File: src/rtl/parking_lot_ctrl.sv
// -----------------------------------------------------------------------------
// parking_lot_ctrl
//
// Occupancy controller for a car park with LANES independent entry/exit lanes.
// Each lane has two light beams, a (outer) and b (inner). A vehicle driving in
// blocks a, then both, then only b, then neither. A vehicle driving out does
// the same in mirror order. A per-lane FSM follows that pattern and pulses
// enter/exit when a complete pass is seen. The pulses from all lanes are then
// netted into a saturating occupancy count, which also has sticky
// overflow/underflow flags.
//
// Optional feature: define PARKING_DEBOUNCE_EN to place a 2-flop synchronizer
// and a DEB_CYCLES stability filter in front of each lane FSM. When it is
// undefined, ab must be synchronous to clk and drives the FSMs directly.
//
// Parameters:
//   LANES      number of lanes (1..8)
//   CAPACITY   maximum occupancy (1..255)
//   CNT_W      count width, at least clog2(CAPACITY+1)
//   DEB_CYCLES debounce stability length (1..15), used only with the filter
//
// Ports:
//   clk        rising-edge clock
//   reset_n    asynchronous active-low reset
//   ab         lane sensors, lane i: a = ab[2i+1], b = ab[2i], 1 = blocked
//   clr_err    synchronous clear of err_ovf / err_unf
//   enter      one-cycle vehicle-entered pulse per lane
//   exit       one-cycle vehicle-exited pulse per lane
//   count      current occupancy
//   full       count == CAPACITY
//   empty      count == 0
//   err_ovf    sticky: an update tried to go above CAPACITY
//   err_unf    sticky: an update tried to go below 0
// -----------------------------------------------------------------------------
module parking_lot_ctrl #(
  parameter int LANES      = 2,
  parameter int CAPACITY   = 16,
  parameter int CNT_W      = 5,
  parameter int DEB_CYCLES = 3
) (
  input  logic               clk,
  input  logic               reset_n,
  input  logic [2*LANES-1:0] ab,
  input  logic               clr_err,
  output logic [LANES-1:0]   enter,
  output logic [LANES-1:0]   exit,
  output logic [CNT_W-1:0]   count,
  output logic               full,
  output logic               empty,
  output logic               err_ovf,
  output logic               err_unf
);

  // Elaboration-time guard against unsupported parameter combinations.
  if (LANES < 1 || LANES > 8 || CAPACITY < 1 || CAPACITY > 255 ||
      DEB_CYCLES < 1 || DEB_CYCLES > 15 || (1 << CNT_W) <= CAPACITY) begin : g_param_check
    $error("parking_lot_ctrl: parameter out of range");
  end

  typedef enum logic [2:0] {
    IDLE   = 3'd0,
    A1     = 3'd1,  // outer beam only: possibly entering
    B1     = 3'd2,  // inner beam only: possibly leaving
    IN_AB  = 3'd3,
    OUT_AB = 3'd4,
    IN_B   = 3'd5,
    OUT_A  = 3'd6
  } lane_state_t;

  lane_state_t state [LANES];
  logic [1:0]  sens  [LANES];  // {a,b} as seen by each lane FSM

  // ---------------------------------------------------------------------------
  // Sensor conditioning
  // ---------------------------------------------------------------------------
`ifdef PARKING_DEBOUNCE_EN
  logic [1:0] sync1 [LANES];
  logic [1:0] sync2 [LANES];
  logic [1:0] last  [LANES];  // previous synchronized sample
  logic [1:0] filt  [LANES];  // value forwarded to the FSM
  logic [3:0] run   [LANES];  // length of the current run of identical samples
  logic [3:0] run_nxt [LANES];

  // NOTE: every variable written in always_comb is given a value on every path,
  // otherwise synthesis infers a latch to hold the old value.
  always_comb begin
    for (int i = 0; i < LANES; i++) begin
      run_nxt[i] = 4'd1;
      if (sync2[i] == last[i]) run_nxt[i] = (run[i] == 4'd15) ? run[i] : run[i] + 4'd1;
    end
  end

  // NOTE: these per-lane arrays are a handful of flops, not a RAM, so they are
  // reset along with the rest of the state.
  always_ff @(posedge clk or negedge reset_n) begin
    if (!reset_n) begin
      for (int i = 0; i < LANES; i++) begin
        sync1[i] <= 2'b00;
        sync2[i] <= 2'b00;
        last[i]  <= 2'b00;
        filt[i]  <= 2'b00;
        run[i]   <= 4'd0;
      end
    end else begin
      for (int i = 0; i < LANES; i++) begin
        sync1[i] <= ab[2*i +: 2];
        sync2[i] <= sync1[i];
        last[i]  <= sync2[i];
        run[i]   <= run_nxt[i];
        if (run_nxt[i] >= 4'(DEB_CYCLES)) filt[i] <= sync2[i];
      end
    end
  end

  always_comb begin
    for (int i = 0; i < LANES; i++) sens[i] = filt[i];
  end
`else
  always_comb begin
    for (int i = 0; i < LANES; i++) sens[i] = ab[2*i +: 2];
  end
`endif

  // ---------------------------------------------------------------------------
  // Lane FSMs. Patterns not listed for a state hold that state.
  // ---------------------------------------------------------------------------
  // NOTE: sequential state uses non-blocking assignments so every flop samples
  // pre-edge values regardless of statement order.
  always_ff @(posedge clk or negedge reset_n) begin
    if (!reset_n) begin
      for (int i = 0; i < LANES; i++) state[i] <= IDLE;
      enter <= '0;
      exit  <= '0;
    end else begin
      for (int i = 0; i < LANES; i++) begin
        enter[i] <= 1'b0;
        exit[i]  <= 1'b0;
        case (state[i])
          IDLE:   if (sens[i] == 2'b10) state[i] <= A1;
                  else if (sens[i] == 2'b01) state[i] <= B1;
          A1:     if (sens[i] == 2'b11) state[i] <= IN_AB;
                  else if (sens[i] == 2'b00) state[i] <= IDLE;
          B1:     if (sens[i] == 2'b11) state[i] <= OUT_AB;
                  else if (sens[i] == 2'b00) state[i] <= IDLE;
          IN_AB:  if (sens[i] == 2'b01) state[i] <= IN_B;
                  else if (sens[i] == 2'b10) state[i] <= A1;
          OUT_AB: if (sens[i] == 2'b10) state[i] <= OUT_A;
                  else if (sens[i] == 2'b01) state[i] <= B1;
          IN_B:   if (sens[i] == 2'b00) begin
                    state[i] <= IDLE;
                    enter[i] <= 1'b1;
                  end else if (sens[i] == 2'b11) state[i] <= IN_AB;
          OUT_A:  if (sens[i] == 2'b00) begin
                    state[i] <= IDLE;
                    exit[i]  <= 1'b1;
                  end else if (sens[i] == 2'b11) state[i] <= OUT_AB;
          default: state[i] <= IDLE;  // unused encoding: recover silently
        endcase
      end
    end
  end

  // ---------------------------------------------------------------------------
  // Occupancy: one netted update per cycle from the registered pulses.
  // ---------------------------------------------------------------------------
  localparam int NW = ((CNT_W > 4) ? CNT_W : 4) + 2;  // room for sign and carry
  localparam logic signed [NW-1:0] CAP_S = NW'(CAPACITY);

  logic [3:0]           n_ent;
  logic [3:0]           n_ext;
  logic signed [NW-1:0] net;
  logic                 ovf;
  logic                 unf;

  always_comb begin
    n_ent = 4'd0;
    n_ext = 4'd0;
    for (int i = 0; i < LANES; i++) begin
      n_ent = n_ent + 4'(enter[i]);
      n_ext = n_ext + 4'(exit[i]);
    end
    net = NW'(count) + NW'(n_ent) - NW'(n_ext);
    unf = net[NW-1];
    ovf = !unf && (net > CAP_S);
  end

  always_ff @(posedge clk or negedge reset_n) begin
    if (!reset_n) begin
      count   <= '0;
      err_ovf <= 1'b0;
      err_unf <= 1'b0;
    end else begin
      if (ovf)      count <= CNT_W'(CAPACITY);
      else if (unf) count <= '0;
      else          count <= net[CNT_W-1:0];
      // A fresh error wins over a simultaneous clear.
      err_ovf <= ovf || (err_ovf && !clr_err);
      err_unf <= unf || (err_unf && !clr_err);
    end
  end

  assign full  = (count == CNT_W'(CAPACITY));
  assign empty = (count == '0);

endmodule

File: config.mk
export PLATFORM = sky130hd
export DESIGN_NAME = parking_lot_ctrl
export DESIGN_NICKNAME = d
export VERILOG_FILES = /design/src/rtl/parking_lot_ctrl.sv
export SDC_FILE = /design/constraint.sdc
export NUM_CORES = 1
export LEC_CHECK = 0
export CAP_MARGIN = 20
export CORE_ASPECT_RATIO = 0.75
export CORE_MARGIN = 5
export CORE_UTILIZATION = 48
export CTS_CLUSTER_DIAMETER = 200
export CTS_CLUSTER_SIZE = 20
export DETAILED_ROUTE_END_ITERATION = 7
export GPL_TIMING_DRIVEN = 0
export PLACE_DENSITY = 0.75
export RECOVER_POWER = 50
export SLEW_MARGIN = 20
export SYNTH_ARGS = -nofsm -noshare
export SYNTH_HDL_FRONTEND = slang
export SYNTH_SLANG_ARGS = --single-unit
File: constraint.sdc
create_clock -name clk -period 2.7 [get_ports clk]
set_input_delay 0.675 -clock clk [delete_from_list [all_inputs] [get_ports clk]]
set_output_delay 0.675 -clock clk [all_outputs]
set_load 0.05 [all_outputs]
==> results.py, run 1 <==
metrics = {
    "status": {
        "outcome": "complete, but fails checks",
        "violations": "setup timing",
    },
    "cells_and_area": {
        "insertedDiodeCount": 0,
        "finalNonFillerCells": 214,
        "layout-drive-gt1-share": 0.157,
        "fin_nets": 204,
        "final_common_cell": "inv_1",
        "layout-area-overhead-vs-synth_pct": 27.2,
        "layout_common_cells": "inv_1 (21), nand2_1 (15), ha_1 (14), dfrtp_1 (14), clkdlybuf4s50_1 (14)",
    },
    "worst_setup_path": {
        "critPathRequiredTime_ns": 2.84,
        "cp-start-kind": "register",
        "worstSetupEndpointType": "register",
        "critPathArrivalTime_ns": 2.86,
        "critPathMaxFanout": 3,
        "worstSetupPathType": "register to register",
    },
    "timing": {
        "slew_violations": 0,
        "worst_slack_ns": -0.0138,
        "worst_slew_pin_slew_ns": 0.789,
        "hold_viol_final": 0,
        "fin_skew_ns": 0.00433,
        "finalCritPeriodShare": 1.01,
        "fmax_ghz": 0.368,
        "min_period_ns": 2.71,
        "rsz0062_at_grt": "true",
        "setup_viol": 4,
        "slew_headroom": 0.472,
    },
    "clocking": {
        "clock-sinks": 17,
        "postCtsHoldBufs": 0,
        "cts.clk_slew.worst_paths_ns": 0.07,
        "cts_buffers": 3,
        "htreeDepth": 1,
        "cts_buffer_depth": 2,
        "worstSkewPairLatency_ns": 0.25,
        "cts_root_buffer": "clkbuf_8",
        "cts_tree": "done",
    },
    "synthesis": {
        "synthAdderAreaFrac": 0.185,
        "synthSimpleGateAreaFrac": 0.199,
        "async_flop_share": 1.00,
        "synth_compound_area_frac": 0.191,
        "yosys_register_bits": 17,
        "seq_area_frac_synth": 0.318,
        "synth.area.mux_share": 0.00749,
        "synth.cell_area_mm2": 0.00134,
        "synth_edf_count": 0,
        "synth_xor_area_frac": 0.0131,
        "ys.flop_type": "dfrtp_1",
        "synth_top_family_by_area": "simple AND/OR/NAND/NOR gates",
        "yosysUniqueCellTypes": 38,
        "netlist_instances": 153,
        "synth_nets": 178,
        "yosys_warnings": 0,
        "avgSynthCellArea_um2": 8.73,
    },
    "route": {
        "drt_iter0_markers": 84,
        "route.detailed.drc": 0,
        "viasPerCell": 5.41,
        "routed_wl_um": 2860,
        "ant_nets": 0,
        "wl_per_cell_um": 13.3,
        "dr.pass1.iters": 4,
        "vias": 1158,
    },
    "die": {
        "dieArea_mm2": 0.00395,
        "ios": 20,
        "rows": 16,
        "initial_utilization": 0.506,
        "die_h_um": 55.7,
        "coreArea_mm2": 0.00264,
        "fp.dieW_um": 70.9,
    },
    "pwr": {
        "p_leak_nw": 0.738,
        "power_density_mw_per_mm2": 781,
        "vdd_drop_max_v": 0.000378,
        "p_total_mw": 1.33,
    },
    "global_routing": {
        "antenna_found_initial": 0,
        "grt_pass1_vias": 1084,
        "grt.total_usage": 0.153,
        "grt_pass1_wl_um": 4970,
        "grt_max_degree": 18,
        "grt_overflow_total": 0,
    },
    "placed_design": {
        "gp_congestion": 0.874,
        "dpl.cell_count": 208,
        "io_buffers": 19,
        "hpwlAfterDp_um": 2260,
    },
    "flow_run": {
        "drv_cap": 0,
    },
    "worst_hold_path": {
        "hold_path_class": "register to register",
    },
}
## area by class of cell
| class | count | area (um2) |
|---|---|---|
| fill | 233 | 943 |
| multi-input combinational | 106 | 853 |
| sequential | 17 | 429 |
| timing repair buffer | 21 | 210 |
| inverter | 25 | 93.8 |
| tap | 36 | 45.0 |
| clock buffer | 3 | 41.3 |
| buffer | 5 | 21.3 |
| clock inverter | 1 | 5.00 |
## where the power goes
part	internal, mW	switching, mW	leakage [nW]
clock	0.102	0.0897	0.0255
sequential	0.313	0.0538	0.218
combinational	0.309	0.458	0.494
total	0.725	0.602	0.738
## through the flow
| stage | area [um2] | utilization | setup WS, ns | TNS, ns | hold slack, ns |
|---|---|---|---|---|---|
| global route | 1700 | 0.643 | -0.131 | -0.532 | 0.569 |
| detailed placement | 1600 | 0.606 | -0.0589 | -0.147 | 0.540 |
| finish | 1700 | 0.643 | -0.0138 | -0.0302 | 0.540 |
| global placement | 1600 | 0.606 | -0.0700 | -0.111 | 0.523 |
| CTS | 1660 | 0.630 | 0.00418 | 0 | 0.553 |
| floorplan | 1370 | - | -0.0749 | -0.265 | 0.379 |
## routing by layer
layer,share of wire,vias up,global-route usage
li1,-,580,-
met1,0.49,545,0.222
met2,0.47,29,0.223
met3,0.035,4,0.0397
met4,0.010,0,0.0402
met5,0,-,0
## Yosys cell counts, drive strengths merged (2+ instances only)
library cell,number,share of area
ha,15,0.14
nand2,15,0.042
nand3b,2,0.011
o21ai,9,0.034
buf,2,0.0075
nor4b,3,0.020
fa,3,0.045
nor3,6,0.026
nand2b,3,0.014
and4,2,0.013
clkbuf,3,0.0084
inv,25,0.070
nor2b,5,0.023
nor2,4,0.011
a21oi,13,0.049
o22ai,3,0.019
o211ai,2,0.011
dfrtp,17,0.32
nor3b,3,0.017
a311o,2,0.015
## registers in the layout, summed over array words and instances, names as in the netlist
register and flops:
exit 2, count 5, state 6, err_ovf 1
enter 2, err_unf 1
## path summary, 6_finish.rpt
check / from / end / slack [ns] / cells past startpoint
max in group asynchronous: reset_n / enter[1]$_DFF_PN0_ / 1.22 / 1
max: exit[0]$_DFF_PN0_ / count[0]$_DFF_PN0_ / -0.01 / 12
min in group asynchronous: reset_n / count[2]$_DFF_PN0_ / 0.94 / 1
min reg2reg: err_unf$_DFF_PN0_ / err_unf$_DFF_PN0_ / 0.54 / 2
max reg2reg: exit[0]$_DFF_PN0_ / count[0]$_DFF_PN0_ / -0.01 / 12
min: err_unf$_DFF_PN0_ / err_unf$_DFF_PN0_ / 0.54 / 2
## repair_timing
| item | CTS | global route |
|---|---|---|
| endpoints found under the hold margin | 0 | 0 |
| pin swaps | 3 | 2 |
| setup buffers | 1 | 1 |
| endpoints found under the setup margin | 5 | 7 |
| resized for setup | 2 | 6 |
## critical path, stage by stage (launching register included)
cell     delay [ns]
dfrtp_2        0.37
inv_2          0.04
fa_1           0.54
inv_1          0.05
fa_2           0.33
inv_2          0.07
ha_4           0.13
inv_2          0.04
fa_2           0.37
xnor2_2        0.16
a41o_2         0.27
a21oi_4        0.17
nor3_1         0.06
## kinds of logic after synthesis
kind of cell,count (synthesis)
multiplexers,1
AO/OA/AOI/OAI,39
XOR/XNOR,2
adder cells (fa/ha/maj),18
buffers and inverters,30
AND/OR/NAND/NOR,46
flip-flops,17
Note: power is estimated with default switching activity, not from simulation.
==> run 2: changes to the inputs <==
- CTS_BUF_LIST: unset -> sky130_fd_sc_hd__clkbuf_8 sky130_fd_sc_hd__clkbuf_16
==> results of run 2 <==
The final DEF is identical to that of run 1; final timing and power are the same.
==> run 3: changes to the inputs <==
- CORE_MARGIN: 5 -> 4
==> results.py, run 3 (synthesis results as in run 1) <==
metrics = {
    "status": {
        "outcome": "complete, but fails checks",
        "violations": "setup timing",
    },
    "clocking": {
        "clock-sinks": 17,
        "cts.clk_slew.worst_paths_ns": 0.06,
        "cts_buffers": 3,
        "htreeDepth": 1,
        "cts_tree": "done",
        "cts_root_buffer": "clkbuf_8",
        "worstSkewPairLatency_ns": 0.25,
        "cts_buffer_depth": 2,
    },
    "cells_and_area": {
        "largest-register": "state",
        "layout-drive-gt1-share": 0.153,
        "fillers": 243,
        "largest_register_ffs": 6,
        "multi_input_area_um2": 846,
        "fin_util": 0.635,
        "design_area_mm2": 0.00168,
        "layout-area-overhead-vs-synth_pct": 25.7,
        "ff_latch_area_um2": 429,
        "final_common_cell": "inv_1",
        "layout_common_cells": "inv_1 (21), nand2_1 (15), ha_1 (14), dfrtp_1 (14), clkdlybuf4s50_1 (14)",
        "insertedDiodeCount": 0,
        "fin_nets": 203,
        "top_regs": "state (6), count (5)",
        "finalNonFillerCells": 213,
    },
    "placed_design": {
        "dpl_cell_area_mm2": 0.00160,
        "dpl.cell_count": 208,
        "gp_congestion": 0.836,
        "io_buffers": 19,
        "place_ws_ns": -0.0845,
        "hpwlAfterDp_um": 2280,
    },
    "pwr": {
        "power_density_mw_per_mm2": 778,
        "power.internal_mw": 0.712,
        "clock_power_share": 0.136,
        "switching_share": 0.455,
        "vdd_drop_max_v": 0.000482,
        "p_leak_nw": 0.720,
        "power_frac_seq": 0.283,
        "p_sw_mw": 0.594,
        "p_total_mw": 1.31,
        "p_comb_frac": 0.581,
    },
    "global_routing": {
        "grt_pass1_vias": 1085,
        "antenna_found_initial": 0,
        "grt_pass1_wl_um": 4800,
        "grt.total_usage": 0.173,
        "grt_overflow_total": 0,
        "grt_max_degree": 18,
    },
    "die": {
        "fp.dieW_um": 68.9,
        "dieArea_mm2": 0.00370,
        "die_h_um": 53.7,
        "coreArea_mm2": 0.00264,
        "initial_utilization": 0.506,
        "rows": 16,
        "ios": 20,
    },
    "worst_setup_path": {
        "r2r_cells": 11,
        "worstSetupEndpointType": "register",
        "r2r_slack_ns": -0.005,
        "cp_slowest_cell": "fa_1",
        "cp-start-kind": "register",
        "crit_top_cell": "inv_2",
        "slowest_delay_ns": 0.55,
        "worstReg2RegStart": "enter[1]$_DFF_PN0_",
        "worstSetupPathType": "register to register",
        "critPathRequiredTime_ns": 2.86,
        "r2r-end": "count[1]$_DFF_PN0_",
        "worstPathCellList": "fa_1 > inv_2 > fa_2 > inv_2 > ha_4 > inv_2 > fa_2 > nor3_2 > or4_4 > nand2_1 > nor3_1",
        "worstSetupStartpoint": "enter[1]$_DFF_PN0_",
        "critPathMaxFanout": 4,
        "critPathArrivalTime_ns": 2.87,
    },
    "route": {
        "routed_wl_um": 2820,
        "viasPerCell": 5.43,
        "vias": 1156,
        "drt_iter0_markers": 38,
        "dr.pass1.iters": 4,
        "route.detailed.drc": 0,
        "ant_nets": 0,
        "wl_per_cell_um": 13.3,
    },
    "timing": {
        "finalCritPeriodShare": 1.00,
        "worst_slew_pin_slew_ns": 0.756,
        "fin_hold_ws_ns": 0.546,
        "setup_viol": 1,
        "fin_skew_ns": 0.00216,
        "slew_headroom": 0.494,
        "worst_slack_ns": -0.00460,
        "hold_viol_final": 0,
        "finalSetupTns_ns": -0.00460,
        "slew_violations": 0,
        "min_period_ns": 2.70,
        "fmax_ghz": 0.370,
        "rsz0062_at_grt": "true",
    },
    "flow_run": {
        "drv_cap": 0,
    },
    "worst_hold_path": {
        "hold_depth": 2,
        "hold_path_class": "register to register",
        "holdPathEnd": "err_unf$_DFF_PN0_",
        "min_from": "err_unf$_DFF_PN0_",
    },
}
[run 3: worst max-delay path by stage]
stage | slack [ns] | to | cells after the start
after floorplan | -0.07 | count[0]$_DFF_PN0_ | 12
after global placement | -0.07 | err_ovf$_DFF_PN0_ | 11
after detailed placement | -0.08 | err_ovf$_DFF_PN0_ | 11
after CTS | 0.02 | err_ovf$_DFF_PN0_ | 11
after global routing | -0.11 | err_ovf$_DFF_PN0_ | 11
final | -0.005 | count[1]$_DFF_PN0_ | 11
[run 3: final cells by class]
| class | instances | share of cell area |
|---|---|---|
| plain buffers | 5 | 0.0127 |
| clock buffers | 3 | 0.0246 |
| inverters | 25 | 0.0559 |
| well taps | 36 | 0.0268 |
| clock inverters | 1 | 0.00224 |
| multi-input cells | 106 | 0.504 |
| flip-flops and latches | 17 | 0.256 |
| repair buffers | 20 | 0.118 |
[run 3: worst max-delay path: cells and delay by family (launching register included)]
family / cells / cell delay [ns]
fa+ha+maj: 4 / 1.35
simple gates: 4 / 0.71
flops: 1 / 0.41
buf+inv: 3 / 0.14
[run 3: routing by layer]
layer  vias to the layer above  routed length (um)  GRT usage
met3                         2                 113     0.0313
met4                         0                  20     0.0388
met5                         -                   0          0
met1                       548                1380      0.226
li1                        577                   -          -
met2                        29                1310      0.297
[run 3: power by group through the flow]
| stage | Clock [mW] | Sequential, mW | Combinational, mW |
|---|---|---|---|
| after detailed placement | 0 | 0.373 | 0.737 |
| after floorplan | 0 | 0.423 | 0.505 |
| after global placement | 0 | 0.368 | 0.716 |
| final | 0.178 | 0.370 | 0.759 |
| after global routing | 0.201 | 0.377 | 0.829 |
| after CTS | 0.185 | 0.368 | 0.737 |
[run 3: timing repair]
| action | in CTS | in global routing |
|---|---|---|
| gates resized for setup | 3 | 5 |
| hold buffers | 0 | 0 |
| pin swaps | 3 | 1 |
| setup endpoints to repair | 6 | 6 |
| buffers inserted | 0 | 1 |
